==> src/rtl/bcd_to_bin_seq.sv <==
// bcd_to_bin_seq: iterative BCD-to-binary converter (reverse double dabble, one bit per clock)
//   clk, rst_n          : clock, asynchronous active-low reset
//   in_valid/in_ready   : input handshake, bcd_in = packed digits (digit 0 = ones)
//   out_valid/out_ready : output handshake, bin_out = binary value
//   over_limit          : bin_out > LIMIT, bcd_err : some input digit > 9 (both valid with out_valid)
module bcd_to_bin_seq #(
    parameter int DIGITS = 3,
    parameter int BIN_W  = 10,
    parameter int LIMIT  = 255
) (
    input  logic                clk,
    input  logic                rst_n,
    input  logic                in_valid,
    output logic                in_ready,
    input  logic [4*DIGITS-1:0] bcd_in,
    output logic                out_valid,
    input  logic                out_ready,
    output logic [BIN_W-1:0]    bin_out,
    output logic                over_limit,
    output logic                bcd_err
);
    localparam int BW = 4 * DIGITS;
    localparam int CW = $clog2(BIN_W + 1);
    localparam logic [BIN_W-1:0] LIM = BIN_W'(LIMIT);
    typedef enum logic [1:0] {IDLE, SHIFT, DONE} state_t;
    state_t state_q, state_d;
    logic [BW-1:0] bcd_q, bcd_d, bcd_sh;
    logic [BIN_W-1:0] bin_q, bin_d, bin_sh, bin_out_q, bin_out_d;
    logic [CW-1:0] cnt_q, cnt_d;
    logic in_ready_q, in_ready_d, out_valid_q, out_valid_d;
    logic over_limit_q, over_limit_d, bcd_err_q, bcd_err_d;
    logic digit_err;
    // One reverse-double-dabble step: shift the {digits, binary} pair right,
    // then fix up every digit that received a carried-in half-ten (>= 8).
    always_comb begin
        digit_err = 1'b0;
        for (int i = 0; i < DIGITS; i++)
            digit_err = digit_err | (bcd_in[4*i +: 4] > 4'd9);
        bin_sh = {bcd_q[0], bin_q[BIN_W-1:1]};
        bcd_sh = bcd_q >> 1;
        for (int i = 0; i < DIGITS; i++)
            bcd_sh[4*i +: 4] = (bcd_sh[4*i +: 4] >= 4'd8) ? bcd_sh[4*i +: 4] - 4'd3 : bcd_sh[4*i +: 4];
    end
    always_comb begin
        state_d      = state_q;
        bcd_d        = bcd_q;
        bin_d        = bin_q;
        cnt_d        = cnt_q;
        in_ready_d   = in_ready_q;
        out_valid_d  = out_valid_q;
        bin_out_d    = bin_out_q;
        over_limit_d = over_limit_q;
        bcd_err_d    = bcd_err_q;
        case (state_q)
            IDLE: begin
                if (in_valid && in_ready_q) begin
                    in_ready_d = 1'b0;
                    if (digit_err) begin
                        // Bad digits skip the iterations; out_valid follows one cycle later from DONE.
                        state_d      = DONE;
                        bin_out_d    = '0;
                        over_limit_d = 1'b0;
                        bcd_err_d    = 1'b1;
                    end else begin
                        state_d = SHIFT;
                        bcd_d   = bcd_in;
                        bin_d   = '0;
                        cnt_d   = '0;
                    end
                end
            end
            SHIFT: begin
                bcd_d = bcd_sh;
                bin_d = bin_sh;
                cnt_d = cnt_q + CW'(1);
                if (cnt_q == CW'(BIN_W - 1)) begin
                    state_d      = DONE;
                    out_valid_d  = 1'b1;
                    bin_out_d    = bin_sh;
                    over_limit_d = bin_sh > LIM;
                    bcd_err_d    = 1'b0;
                end
            end
            DONE: begin
                if (!out_valid_q) begin
                    out_valid_d = 1'b1;
                end else if (out_ready) begin
                    out_valid_d = 1'b0;
                    in_ready_d  = 1'b1;
                    state_d     = IDLE;
                end
            end
            default: state_d = IDLE;
        endcase
    end
    always_ff @(posedge clk or negedge rst_n) begin
        if (!rst_n) begin
            state_q      <= IDLE;
            bcd_q        <= '0;
            bin_q        <= '0;
            cnt_q        <= '0;
            in_ready_q   <= 1'b1;
            out_valid_q  <= 1'b0;
            bin_out_q    <= '0;
            over_limit_q <= 1'b0;
            bcd_err_q    <= 1'b0;
        end else begin
            state_q      <= state_d;
            bcd_q        <= bcd_d;
            bin_q        <= bin_d;
            cnt_q        <= cnt_d;
            in_ready_q   <= in_ready_d;
            out_valid_q  <= out_valid_d;
            bin_out_q    <= bin_out_d;
            over_limit_q <= over_limit_d;
            bcd_err_q    <= bcd_err_d;
        end
    end
    assign in_ready   = in_ready_q;
    assign out_valid  = out_valid_q;
    assign bin_out    = bin_out_q;
    assign over_limit = over_limit_q;
    assign bcd_err    = bcd_err_q;
endmodule

==> config.mk <==
export PLATFORM = sky130hd
export DESIGN_NAME = bcd_to_bin_seq
export DESIGN_NICKNAME = d
export VERILOG_FILES = /design/src/rtl/bcd_to_bin_seq.sv
export SDC_FILE = /design/constraint.sdc
export NUM_CORES = 1
export LEC_CHECK = 0
export ABC_AREA = 1
export ABC_CLOCK_PERIOD_IN_PS = 1700
export CORE_ASPECT_RATIO = 1.25
export CORE_UTILIZATION = 26
export DETAILED_ROUTE_END_ITERATION = 10
export PLACE_DENSITY_LB_ADDON = 0.25
export SYNTH_ARGS = -nofsm -noshare
export SYNTH_HDL_FRONTEND = slang
export SYNTH_SLANG_ARGS = --single-unit
==> constraint.sdc <==
create_clock -name clk -period 1.7 [get_ports clk]
set_input_delay 0.34 -clock clk [delete_from_list [all_inputs] [get_ports clk]]
set_output_delay 0.34 -clock clk [all_outputs]
set_load 0.02 [all_outputs]
==> results.txt <==
- Crit Path Category: register to output pin
- Traced cell by cell, the critical path runs through clkdlybuf4s50_1.
- Post-Route WL: 4420 um
- Later-pin clock latency in the skew report: between 0.2 and 0.3 ns
* Layout overhead on the synthesized area: 30.7%
- Number of different library cells in the post-synthesis netlist: 22
* Root Buffer Master: clkbuf_8
- Summed over all instances, the cell type with the most area after synthesis is dfrtp_1.
* Max Freq: 613 MHz
* Setup repair after global routing missed its margin: no
- Remaining number of nets flagged by the antenna check after routing: 0
* Final-report setup violation count: 0
- CTS Sinks: 41
* TritonCTS clock tree: built
- Cell count of the worst reg-to-reg path: 8
- The worst pin sits at a relative slew slack of 70.6%.
* Vias per Instance: between 4 and 5
- The total overflow left after global routing is 0.
- Depth of the CTS H-tree: 2
* Hold violation count in the final report: 0
* Post-synthesis cell area: 2100 um^2
* Psw: approximately 0.4 mW
- Detailed Place HPWL: 3290 um
- At the worst endpoint, the required time is 1.36 ns.
* Time the final worst path needs with I/O delays and setup: 1.63 ns
- The initial utilization of the core area, before any placement, comes to 26.9%.
- Combinational logic burns a little under 6% of the power.
- Total power draw: 1.91 mW
- By area the synthesized netlist is led by dfrtp_1, nand2_1, nand3_1.
- Power spread over the standard cell area amounts to 696 nW/um^2.
- Port buffering added 29 buffers.
- Leak: 1.38 nW
* Number of cells after detailed placement: 395
* Clock buffer count from CTS: 5
* Post-synthesis area per instance: about 8 um^2
- Number of top-level pins: 30
- Signal arrival time at the worst endpoint: 1.29 ns
- Number of enable-type register cells in the synthesized netlist: 0
- Predominant post-synthesis flop cell: dfrtp_1
- The number of antenna diodes in the final layout is 0.
* Number of antenna violations at the first check in global routing: 0
- Portion of total power attributed to the clock network: between 40 and 50%
- Summing the sequential cell areas from Yosys gives roughly half of the chip area.
* Cell type of the slowest stage on the worst timing path: clkdlybuf4s50_1
* Min-Delay Path Class: register to register
* CP Max Fanout: 4
- Once layout is complete, the cells apart from fillers number 404.
* # fillers: 803
- Residual DRC: 0
- Counting every net in the synthesized netlist gives 283.
- Synth top area share: 47.7%
* Run status: complete, no violations
* All-Layer GR Usage: 11.9%
* Clock-pin slew reported for the worst setup and hold paths after clock tree synthesis: 0.08 ns
- STA classifies the critical path startpoint as a register.
- Number of stages on the worst setup path: 1
- The final max-slew violation count is 0.
- In this run the core area contains 36 standard-cell rows.
* Wire length per cell: 10.9 um
- Hold path depth: 2
- Count of state elements after synthesis: 41
- Cell internal power was estimated by the tool at roughly 1.5 mW.
- For the pin with the worst max-slew slack, the measured transition is ~0.44 ns.
- Largest stage delay on the critical path: approximately 0.62 ns
- Net switching share of the total power: 20.7%
- Fraction of layout cells with a size suffix above 1: 15.9%
* Count of routing violations after the opening detailed-route iteration: 58
- Of the available clock period, the critical path in the final layout requires 96.0%.
- Top cells by count, synth: nand2_1, dfrtp_1, nand3_1
- For this run, asynchronously set or reset flops after synthesis account for 100%.
- Summing all multi-input logic gate instances after layout gives 933 um^2.
- From left edge to right edge, the die measures 82.3 um.
- The net count of the finished layout is 330.
- Reg power frac: 51.0%
- The number of global-route vias before repair is 1,685.
- Entering global routing, the biggest net connects 25 pins.
* Wire length of the first global-routing pass: 7600 um
* Routed vias: 1,776
- VDD sags by at most between 0.3 and 0.4 mV.
- Number of buffers between clock root and the deepest sink: 2
- Across the run, the number of max-cap violations was 0.
- Worst-case clock skew: 0.00628 ns
- Cells after synthesis: between 200 and 300
- The first detailed-routing pass ran for 4 iterations.
- Die footprint: 8430 um^2
- Cell family with most CP delay: buffers and inverters
* Yosys Warn Count: 0
- Yosys instantiated no cell more often than nand2_1.
- The die is 102 um tall.
* Endpoint type of the worst setup path: output pin
* Core region area: slightly below 8000 um^2
* Combined flip-flop and latch cell area: between 1000 and 1500 um^2
- Gp weighted congestion: 0.729
* Number of buffers and inverters on the critical path: 1
## power groups by stage
stage | sequential [mW] | combinational, mW | clock (mW)
after floorplan | 0.994 | 0.0247 | 0
after global placement | 0.994 | 0.115 | 0
after detailed placement | 0.994 | 0.114 | 0
after CTS | 0.974 | 0.117 | 0.852
after global routing | 0.974 | 0.127 | 0.884
final | 0.974 | 0.113 | 0.821
## layout by cell type (no fill, tap or decap)
master	instances
nand4_1	2
or2_0	2
clkdlybuf4s50_1	27
buf_4	17
nor2_2	3
nand3_2	8
dfrtp_1	40
dlygate4sd3_1	1
ha_1	6
a32o_1	1
inv_1	12
nand2_1	115
buf_2	1
or2_2	2
o21ai_1	5
o21ai_0	9
buf_12	3
bufinv_16	1
nand3_4	1
inv_2	4
nand2_2	1
nor2_1	7
nand3_1	29
a21oi_1	3
clkinvlp_4	1
clkbuf_8	6
dlygate4sd2_1	1
dfstp_2	1
## what timing repair did
| item | CTS | global route |
|---|---|---|
| endpoints found under the hold margin | 13 | 0 |
| resized for setup | 1 | 0 |
| hold buffers | 1 | 0 |
| setup endpoints to repair | 1 | 0 |
| setup buffers | 0 | 0 |
## cell type report
| cell class | instances | share of cell area, % |
|---|---|---|
| Clock inverter | 2 | 1.37 |
| Clock buffer | 6 | 3.01 |
| Timing Repair Buffer | 50 | 17.6 |
| Sequential cell | 41 | 37.5 |
| Inverter | 16 | 2.19 |
| Multi-Input combinational cell | 194 | 34.0 |
| Tap cell | 95 | 4.34 |
## tightest hold or removal path, cell delays in order, from the launching register on
cell and delay (ns):
dfrtp_1 0.35, nand2_1 0.05, nand2_1 0.05
## metal layers
| metal | vias to the layer above | GRT usage [%] | share of wire (%) |
|---|---|---|---|
| li1 | 924 | - | - |
| met1 | 818 | 14.1 | 46 |
| met2 | 28 | 20.9 | 49 |
| met3 | 6 | 2.95 | 3.5 |
| met4 | 0 | 3.64 | 1.3 |
| met5 | - | 0 | 0 |
## sequential cells by signal (all words and copies together) (netlist names)
signal and flops:
state_q 2, cnt_q 4, out_valid 1, bin_out 10, bcd_err 1, in_ready 1
over_limit 1, bcd_q 12, bin_q 9
## worst paths after layout
kind                                start    endpoint  slack (ns)
worst max-delay path            out_valid   out_valid        0.07
worst min-delay path             bin_q[9]    bin_q[9]        0.48
worst max register to register   in_ready  over_limit        0.28
worst min register to register   bin_q[9]    bin_q[9]        0.48
max in group asynchronous           rst_n    bcd_q[2]        0.70
min in group asynchronous           rst_n     bcd_err        0.51
## metrics by stage
stage	util [%]	cell area [um^2]	hold WS, ns	setup TNS (ns)	setup slack, ns
global placement	33.5	2610	0.314	-1.10	-0.0495
CTS	35.2	2740	0.484	0	0.0512
finish	35.2	2740	0.475	0	0.0674
detailed placement	33.5	2610	0.314	-1.83	-0.0718
global route	35.2	2740	0.503	0	0.00652
floorplan	-	2100	0.0444	0	0.273
## logic make-up after synthesis
family,synth area share (%)
buffers and inverters,6.50
adder cells (fa/ha/maj),3.58
flip-flops,49.0
AND/OR/NAND/NOR,36.4
AO/OA/AOI/OAI,4.53
(Power assumes the default switching activity.)
